--- src/rtl/cs_addsub_reg.sv ---
// cs_addsub_reg: registered WIDTH-bit carry-select adder/subtractor.
// Subtraction is a + ~b + ~c_in, so c_out=1 means "no borrow" and c_in acts
// as a borrow-in. Segment 0 ripples from the conditioned carry-in; every
// higher segment precomputes both carry-in cases and muxes on the carry
// arriving from the segment below.
module cs_addsub_reg #(
  parameter int WIDTH = 4,
  parameter int BLOCK = 2
) (
  input  logic             clk,
  input  logic             rst_n,
  input  logic             in_valid,
  input  logic [WIDTH-1:0] a,
  input  logic [WIDTH-1:0] b,
  input  logic             c_in,
  input  logic             mode,
  output logic [WIDTH-1:0] sum,
  output logic             c_out,
  output logic             overflow,
  output logic             out_valid
);

  // Number of segments; the top one is shorter when BLOCK does not divide WIDTH.
  localparam int NSEG = (WIDTH + BLOCK - 1) / BLOCK;

  logic [WIDTH-1:0] b_eff;
  logic             cin_eff;
  logic [NSEG:0]    seg_carry;   // selected carry entering each segment
  logic [WIDTH-1:0] sum_comb;
  logic             msb_cin;     // carry into the MSB, needed for signed overflow

  logic [WIDTH-1:0] sum_q, sum_d;
  logic             c_out_q, c_out_d;
  logic             ovf_q, ovf_d;
  logic             valid_q, valid_d;

  assign b_eff        = b ^ {WIDTH{mode}};
  assign cin_eff      = c_in ^ mode;
  assign seg_carry[0] = cin_eff;

  genvar gi, gj;
  generate
    for (gi = 0; gi < NSEG; gi++) begin : g_seg
      localparam int LO  = gi * BLOCK;
      localparam int LEN = ((WIDTH - LO) < BLOCK) ? (WIDTH - LO) : BLOCK;

      if (gi == 0) begin : g_first
        // Plain ripple chain: its carry-in is known as soon as the inputs are.
        logic [LEN:0] c;
        assign c[0] = seg_carry[0];
        for (gj = 0; gj < LEN; gj++) begin : g_bit
          assign sum_comb[LO+gj] = a[LO+gj] ^ b_eff[LO+gj] ^ c[gj];
          assign c[gj+1] = (a[LO+gj] & b_eff[LO+gj]) |
                           (c[gj] & (a[LO+gj] ^ b_eff[LO+gj]));
        end
        assign seg_carry[gi+1] = c[LEN];
        if (gi == NSEG - 1) begin : g_msb
          assign msb_cin = c[LEN-1];
        end
      end else begin : g_sel
        // Two speculative chains, one per possible carry-in.
        logic [LEN:0]   c0, c1;
        logic [LEN-1:0] s0, s1;
        assign c0[0] = 1'b0;
        assign c1[0] = 1'b1;
        for (gj = 0; gj < LEN; gj++) begin : g_bit
          assign s0[gj] = a[LO+gj] ^ b_eff[LO+gj] ^ c0[gj];
          assign s1[gj] = a[LO+gj] ^ b_eff[LO+gj] ^ c1[gj];
          assign c0[gj+1] = (a[LO+gj] & b_eff[LO+gj]) |
                            (c0[gj] & (a[LO+gj] ^ b_eff[LO+gj]));
          assign c1[gj+1] = (a[LO+gj] & b_eff[LO+gj]) |
                            (c1[gj] & (a[LO+gj] ^ b_eff[LO+gj]));
          assign sum_comb[LO+gj] = seg_carry[gi] ? s1[gj] : s0[gj];
        end
        assign seg_carry[gi+1] = seg_carry[gi] ? c1[LEN] : c0[LEN];
        if (gi == NSEG - 1) begin : g_msb
          assign msb_cin = seg_carry[gi] ? c1[LEN-1] : c0[LEN-1];
        end
      end
    end
  endgenerate

  // Next-state: capture a new result only on valid input, otherwise hold.
  always_comb begin
    sum_d   = sum_q;
    c_out_d = c_out_q;
    ovf_d   = ovf_q;
    valid_d = in_valid;
    if (in_valid) begin
      sum_d   = sum_comb;
      c_out_d = seg_carry[NSEG];
      ovf_d   = msb_cin ^ seg_carry[NSEG];
    end
  end

  // Output registers with synchronous active-low clear.
  always_ff @(posedge clk) begin
    if (!rst_n) begin
      sum_q   <= '0;
      c_out_q <= 1'b0;
      ovf_q   <= 1'b0;
      valid_q <= 1'b0;
    end else begin
      sum_q   <= sum_d;
      c_out_q <= c_out_d;
      ovf_q   <= ovf_d;
      valid_q <= valid_d;
    end
  end

  assign sum       = sum_q;
  assign c_out     = c_out_q;
  assign overflow  = ovf_q;
  assign out_valid = valid_q;

endmodule

--- config.mk ---
export PLATFORM = sky130hd
export DESIGN_NAME = cs_addsub_reg
export DESIGN_NICKNAME = d
export VERILOG_FILES = /design/src/rtl/cs_addsub_reg.sv
export SDC_FILE = /design/constraint.sdc
export NUM_CORES = 1
export LEC_CHECK = 0
export CELL_PAD_IN_SITES_DETAIL_PLACEMENT = 1
export CELL_PAD_IN_SITES_GLOBAL_PLACEMENT = 1
export CORE_MARGIN = 2
export CORE_UTILIZATION = 29
export CTS_BUF_LIST = sky130_fd_sc_hd__clkbuf_8
export CTS_CLUSTER_SIZE = 14
export DETAILED_ROUTE_END_ITERATION = 7
export GPL_TIMING_DRIVEN = 0
export PLACE_DENSITY_LB_ADDON = 0.1
export RECOVER_POWER = 100
export REMOVE_ABC_BUFFERS = 1
export SYNTH_ARGS = -nofsm -noshare
export SYNTH_HDL_FRONTEND = slang
export SYNTH_SLANG_ARGS = --single-unit
--- constraint.sdc ---
create_clock -name clk -period 4.4 [get_ports clk]
set_input_delay 1.32 -clock clk [delete_from_list [all_inputs] [get_ports clk]]
set_output_delay 1.32 -clock clk [all_outputs]
set_load 0.05 [all_outputs]
==> metrics.txt, run 1 <==
Final Setup Violations=0; routed vias=~350; Final Non-Filler Cells=78; CTS tree=built; Post-CTS Hold Buffers=0; Port Buffers=19; pre-CTS WS=about 0.31 ns; Slew @ Worst Pin=between 0.5 and 0.6 ns; area of the multi-input gates=256.5 sq um; synth top area cells=dfxtp_1 (33%), fa_1 (14%), mux2i_1 (7.1%), xnor2_1 (6.2%), xor2_1 (6.2%); Core Box Area=around 1300 sq um; DR vias/cell=between 4 and 5; CP Launch Type=input pin; Std-Cell Rows=13; Hold Path Stages=1; Resized cells post-CTS=0; R2R depth=2; Synth warnings=0; setup slack after layout=around 0.49 ns; CTS Buf Count=3; Pwr Total=about 0.24 mW; peak supply drop=~0.14 mV; register area=between 100 and 150 sq um; CP endpoint kind=register; Yosys top cell by area=dfxtp_1; GP Congestion=about 0.60; period utilization=between 80% and 90%; CP Max Fanout=5; Fill cells=~150; Die W=between 40 and 50 um; vias in the first global route=roughly 330; r2r endpoint=overflow; Syn-to-layout area delta=56.93%; max-slew violation count=0; boundary pin count=20; critical path type=input pin to register; Worst path slowest cell=dlygate4sd3_1; final hold vios=0; pwr dens=roughly 370 nW/um^2; Post-synth EDFFs=0; Distinct cells, synth=17; Worst Hold End=sum[2]; Final Critical Period=between 3 and 4 ns; die height=about 42 um; largest net degree at the start of global routing=11; ys async rst share=0%; CP Data Required Time=approximately 4.6 ns; grt ovf=0; Hold Startpoint=sum[2]; number of routed nets with antenna violations=0; Die Area=around 1800 sq um; sequential cell area fraction in the yosys report=33.04%; unrepaired setup endpoints after global routing=no; Starting Density=between 30% and 40%; CTS Buffer Depth=2; RR Startpoint=overflow; clock root buffer master=clkbuf_8; clock-pin slew on the worst setup and hold paths=0.04 ns; fin nets=82; Avg Inst Size Synth=between 10 and 15 sq um; clk sinks=7; DP Cell Count=74; status=completed; aggregate global-route resource usage=roughly a tenth; postcts setup bufs=0; fmax=~0.26 GHz; Setup Skew=0 ns; Main synth FF type=dfxtp_1; # diodes=0; most frequent cells after synthesis=dfxtp_1 (7), inv_1 (4); initial detailed-routing violation count=1; first-pass iteration count of the detailed router=2; critical path cell sequence=dlygate4sd3_1 > xnor2_1 > fa_1 > inv_1 > fa_1 > nor2_1 > nor2_1 > fa_1 > or3_1 > a31oi_1; HPWL after DPL=650 um; FF+latch count, synth=7; share of the synthesized area in the top cell type=approximately 33%; Netlist Area Pre-Place=roughly 420 sq um; CP Data Arrival Time=4.06 ns; max incr delay on CP=between 0.6 and 0.7 ns; first-pass GRT wire length=around 1300 um; worst skew pair latency=0.22 ns; DRC=0; cells after synthesis=42; cell with the most instances after synthesis=dfxtp_1; max-cap violation count=0; drt wl/cell=between 9 and 10 um; static leakage=about 0.31 nW; R2R Setup Slk=between 3 and 4 ns; routed wire length=roughly 760 um; initial antenna violation count=0; H-tree levels=1; Top cell by count, worst path=fa_1; share of cells above drive strength 1=under 10%; worst hold path type=register to register; Fin Setup TNS=0 ns; Max-slew headroom=between 60% and 70%
sequential cells by signal, indices dropped and copies added, names as in the netlist:
register and count:
c_out 1, out_valid 1, overflow 1, sum 4
power by group:
part | switching [mW] | total, mW | leakage, nW | internal [mW]
logic | 0.0487 | 0.0849 | 0.227 | 0.0362
registers | 0.00283 | 0.0738 | 0.0581 | 0.0710
clock network | 0.0250 | 0.0851 | 0.0269 | 0.0601
total | 0.0765 | 0.244 | 0.312 | 0.167
cell type report:
class | count | area share (%)
inverters | 4 | 2.256
well taps | 15 | 2.820
clock inverters | 1 | 0.5639
clock buffers | 3 | 6.203
multi-input cells | 29 | 38.53
repair buffers | 19 | 28.57
flip-flops and latches | 7 | 21.05
worst max-delay path, delay by kind of cell:
family                   cells  cell delay, ns
AND/OR/NAND/NOR              3            0.63
buffers and inverters        2            0.69
XOR/XNOR                     1            0.25
AO/OA/AOI/OAI                1            0.16
adder cells (fa/ha/maj)      3            1.01
cells in the final DEF, fill, tap and decap left out:
master,instances
clkbuf_8,3
and2_0,1
fa_1,3
o211a_1,2
or3_1,1
nor2b_1,3
a31oi_1,1
nor2_1,2
dfxtp_1,7
clkdlybuf4s50_1,10
ha_1,2
nand2_1,2
dlygate4sd3_1,9
inv_1,5
and2_1,1
mux2i_1,3
o21ai_0,2
xnor2_1,3
xor2_1,3
worst max-delay path by stage:
| stage | from | end | slack [ns] | depth (start not counted) |
|---|---|---|---|---|
| 3_5_place_dp | mode | overflow | 0.31 | 10 |
| 5_1_grt | mode | overflow | 0.32 | 10 |
| 2_1_floorplan | mode | overflow | 1.10 | 9 |
| 3_3_place_gp | mode | overflow | 0.34 | 10 |
| 4_1_cts | mode | overflow | 0.53 | 10 |
| 6_report | mode | overflow | 0.49 | 10 |
cells by family (layout without fill, tap and decap cells):
| kind of cell | Yosys count | after routing | synth area share [%] |
|---|---|---|---|
| compound gates | 5 | 5 | 8.556 |
| mux | 3 | 3 | 7.080 |
| buf+inv | 6 | 27 | 5.899 |
| fa+ha+maj | 5 | 5 | 20.06 |
| flops | 7 | 7 | 33.04 |
| xor+xnor | 6 | 6 | 12.39 |
| simple gates | 10 | 10 | 12.98 |
layer usage:
| layer | vias to the layer above | GRT usage (%) | routed length, um |
|---|---|---|---|
| met1 | 155 | 11.32 | 329 |
| met5 | - | 0 | 0 |
| li1 | 175 | - | - |
| met4 | 0 | 5.625 | 8 |
| met3 | 2 | 4.310 | 64 |
| met2 | 15 | 15.38 | 360 |
per-stage QoR:
stage / hold slack, ns / util (%) / cell area, sq um
4_1_cts: 0.4773 / 50.09 / 668.1
3_3_place_gp: 0.4616 / 46.72 / 623.1
5_1_grt: 0.4863 / 49.91 / 665.6
6_report: 0.4664 / 49.91 / 665.6
3_5_place_dp: 0.4653 / 46.72 / 623.1
2_1_floorplan: 0.7429 / - / 414.1
Note: power is estimated with default switching activity, not from simulation.
==> inputs of run 2 (changes only) <==
GPL_TIMING_DRIVEN = not set   (was 0)
MAX_ROUTING_LAYER = met4   (was not set)
PLACE_DENSITY_LB_ADDON = 0.12   (was 0.1)
==> metrics.txt, run 2 (synthesized netlist as in run 1, its figures left out) <==
Max-slew headroom=66.38%; DRC=0; CP Data Arrival Time=4.07 ns; largest net degree at the start of global routing=11; CP Max Fanout=5; grt ovf=0; initial antenna violation count=0; Std-Cell Rows=13; max-slew violation count=0; # diodes=0; CTS tree=built; Final Critical Period=roughly 3.9 ns; r2r endpoint=overflow; commonest non-fill, non-tap cell in the layout=clkdlybuf4s50_1; Final Non-Filler Cells=a little under 80; share of cells above drive strength 1=between 4 and 5%; critical path cell sequence=dlygate4sd3_1 > xnor2_1 > fa_1 > inv_1 > fa_1 > nor2_1 > nor2_1 > fa_1 > or3_1 > a31oi_1; Top cell by count, worst path=fa_1; max-cap violation count=0; clock-pin slew on the worst setup and hold paths=roughly 0.040 ns; fin nets=82; CP endpoint kind=register; Resized cells post-CTS=0; Die W=~42 um; Sw Ratio=about a third; Reg power frac=approximately 30%; pwr dens=around 370 nW/um^2; clock root buffer master=clkbuf_8; DR vias/cell=~4.4; die height=42.25 um; DP Cell Count=between 70 and 80; GP Congestion=0.6641; Port Buffers=19; Fill cells=around 160; R2R Setup Slk=between 3 and 4 ns; first-pass iteration count of the detailed router=1; fmax=approximately 0.26 GHz; static leakage=approximately 0.31 nW; CP Data Required Time=~4.6 ns; worst skew pair latency=0.23 ns; final hold vios=0; CTS Buf Count=3; Fin Setup TNS=0 ns; Die Area=1785 sq um; boundary pin count=20; RR Startpoint=overflow; Post-CTS Hold Buffers=0; commonest cells after routing, fill and taps aside=clkdlybuf4s50_1 (10), dlygate4sd3_1 (9), dfxtp_1 (7); routed wire length=approximately 790 um; Hold Path Stages=1; unrepaired setup endpoints after global routing=no; CP Launch Type=input pin; initial detailed-routing violation count=0; Slew @ Worst Pin=0.5026 ns; power share of the clock group=a little over a third; worst hold path type=register to register; postcts setup bufs=0; H-tree levels=1; crit path capture=overflow; Syn-to-layout area delta=56.93%; peak supply drop=~0.10 mV; number of routed nets with antenna violations=0; clk sinks=7; routed vias=344; status=completed; R2R depth=2; Setup Skew=0 ns; vias in the first global route=between 200 and 300; aggregate global-route resource usage=under 10%; Worst setup startpoint=mode; period utilization=88.88%; critical path type=input pin to register; Sw Pwr=about 0.079 mW; max incr delay on CP=between 0.6 and 0.7 ns; Int Pwr=0.1674 mW; Comb power frac=34.5%; drt wl/cell=between 10 and 15 um; Worst path slowest cell=dlygate4sd3_1; first-pass GRT wire length=around 1200 um; CTS Buffer Depth=2; Final Setup Violations=0; Largest register FFs=4; Core Box Area=1334 sq um; Starting Density=31.80%
==> run 2: cell counts in the layout (fill, tap and decap cells not counted) <==
No cell type changed its count.
==> run 2: worst max-delay path, delay by kind of cell <==
family	cells	cell delay, ns
fa+ha+maj	3	1.01
simple gates	3	0.63
compound gates	1	0.15
buf+inv	2	0.70
xor+xnor	1	0.25
==> run 2: cell type report <==
cell class              instances  area [sq um]  share of cell area [%]
repair buffers                 19         190.2                   28.57
flip-flops and latches          7         140.1                   21.05
inverters                       4         15.01                   2.256
multi-input cells              29         256.5                   38.53
clock buffers                   3         41.29                   6.203
well taps                      15         18.77                   2.820
clock inverters                 1         3.754                  0.5639
==> run 2: metal layers <==
layer | wire (um) | global-route usage (%) | share of wire (%) | up-vias
met4 | 0 | 7.500 | 0 | 0
met5 | 0 | - | 0 | -
met3 | 71 | 4.310 | 9.0 | 0
met1 | 348 | 12.07 | 44 | 149
met2 | 371 | 12.31 | 47 | 18
li1 | - | - | - | 177
==> run 2: worst min-delay path by stage <==
stage / from / end / slack (ns)
CTS: sum[2] / sum[2] / 0.48
finish: sum[2] / sum[2] / 0.47
global route: sum[2] / sum[2] / 0.49
detailed placement: sum[2] / sum[2] / 0.47
floorplan: c_out / c_out / 0.74
global placement: sum[2] / sum[2] / 0.46
==> run 2: metrics by stage <==
stage | setup slack, ns | utilization, % | hold slack, ns | power [mW] | cell area [sq um]
floorplan | 1.095 | - | 0.7429 | 0.1309 | 414.1
global placement | 0.3513 | 46.72 | 0.4615 | 0.1639 | 623.1
detailed placement | 0.2990 | 46.72 | 0.4664 | 0.1658 | 623.1
CTS | 0.5349 | 50.09 | 0.4757 | 0.2558 | 668.1
global route | 0.3048 | 49.91 | 0.4860 | 0.2627 | 665.6
finish | 0.4891 | 49.91 | 0.4668 | 0.2462 | 665.6
==> run 2: power by group through the flow <==
stage          sequential [mW]  combinational [mW]  clock (mW)
2_1_floorplan            0.100              0.0308           0
3_3_place_gp            0.0752              0.0887           0
3_5_place_dp            0.0754              0.0903           0
4_1_cts                 0.0744              0.0905      0.0908
5_1_grt                 0.0747              0.0945      0.0934
6_report                0.0739              0.0851      0.0872
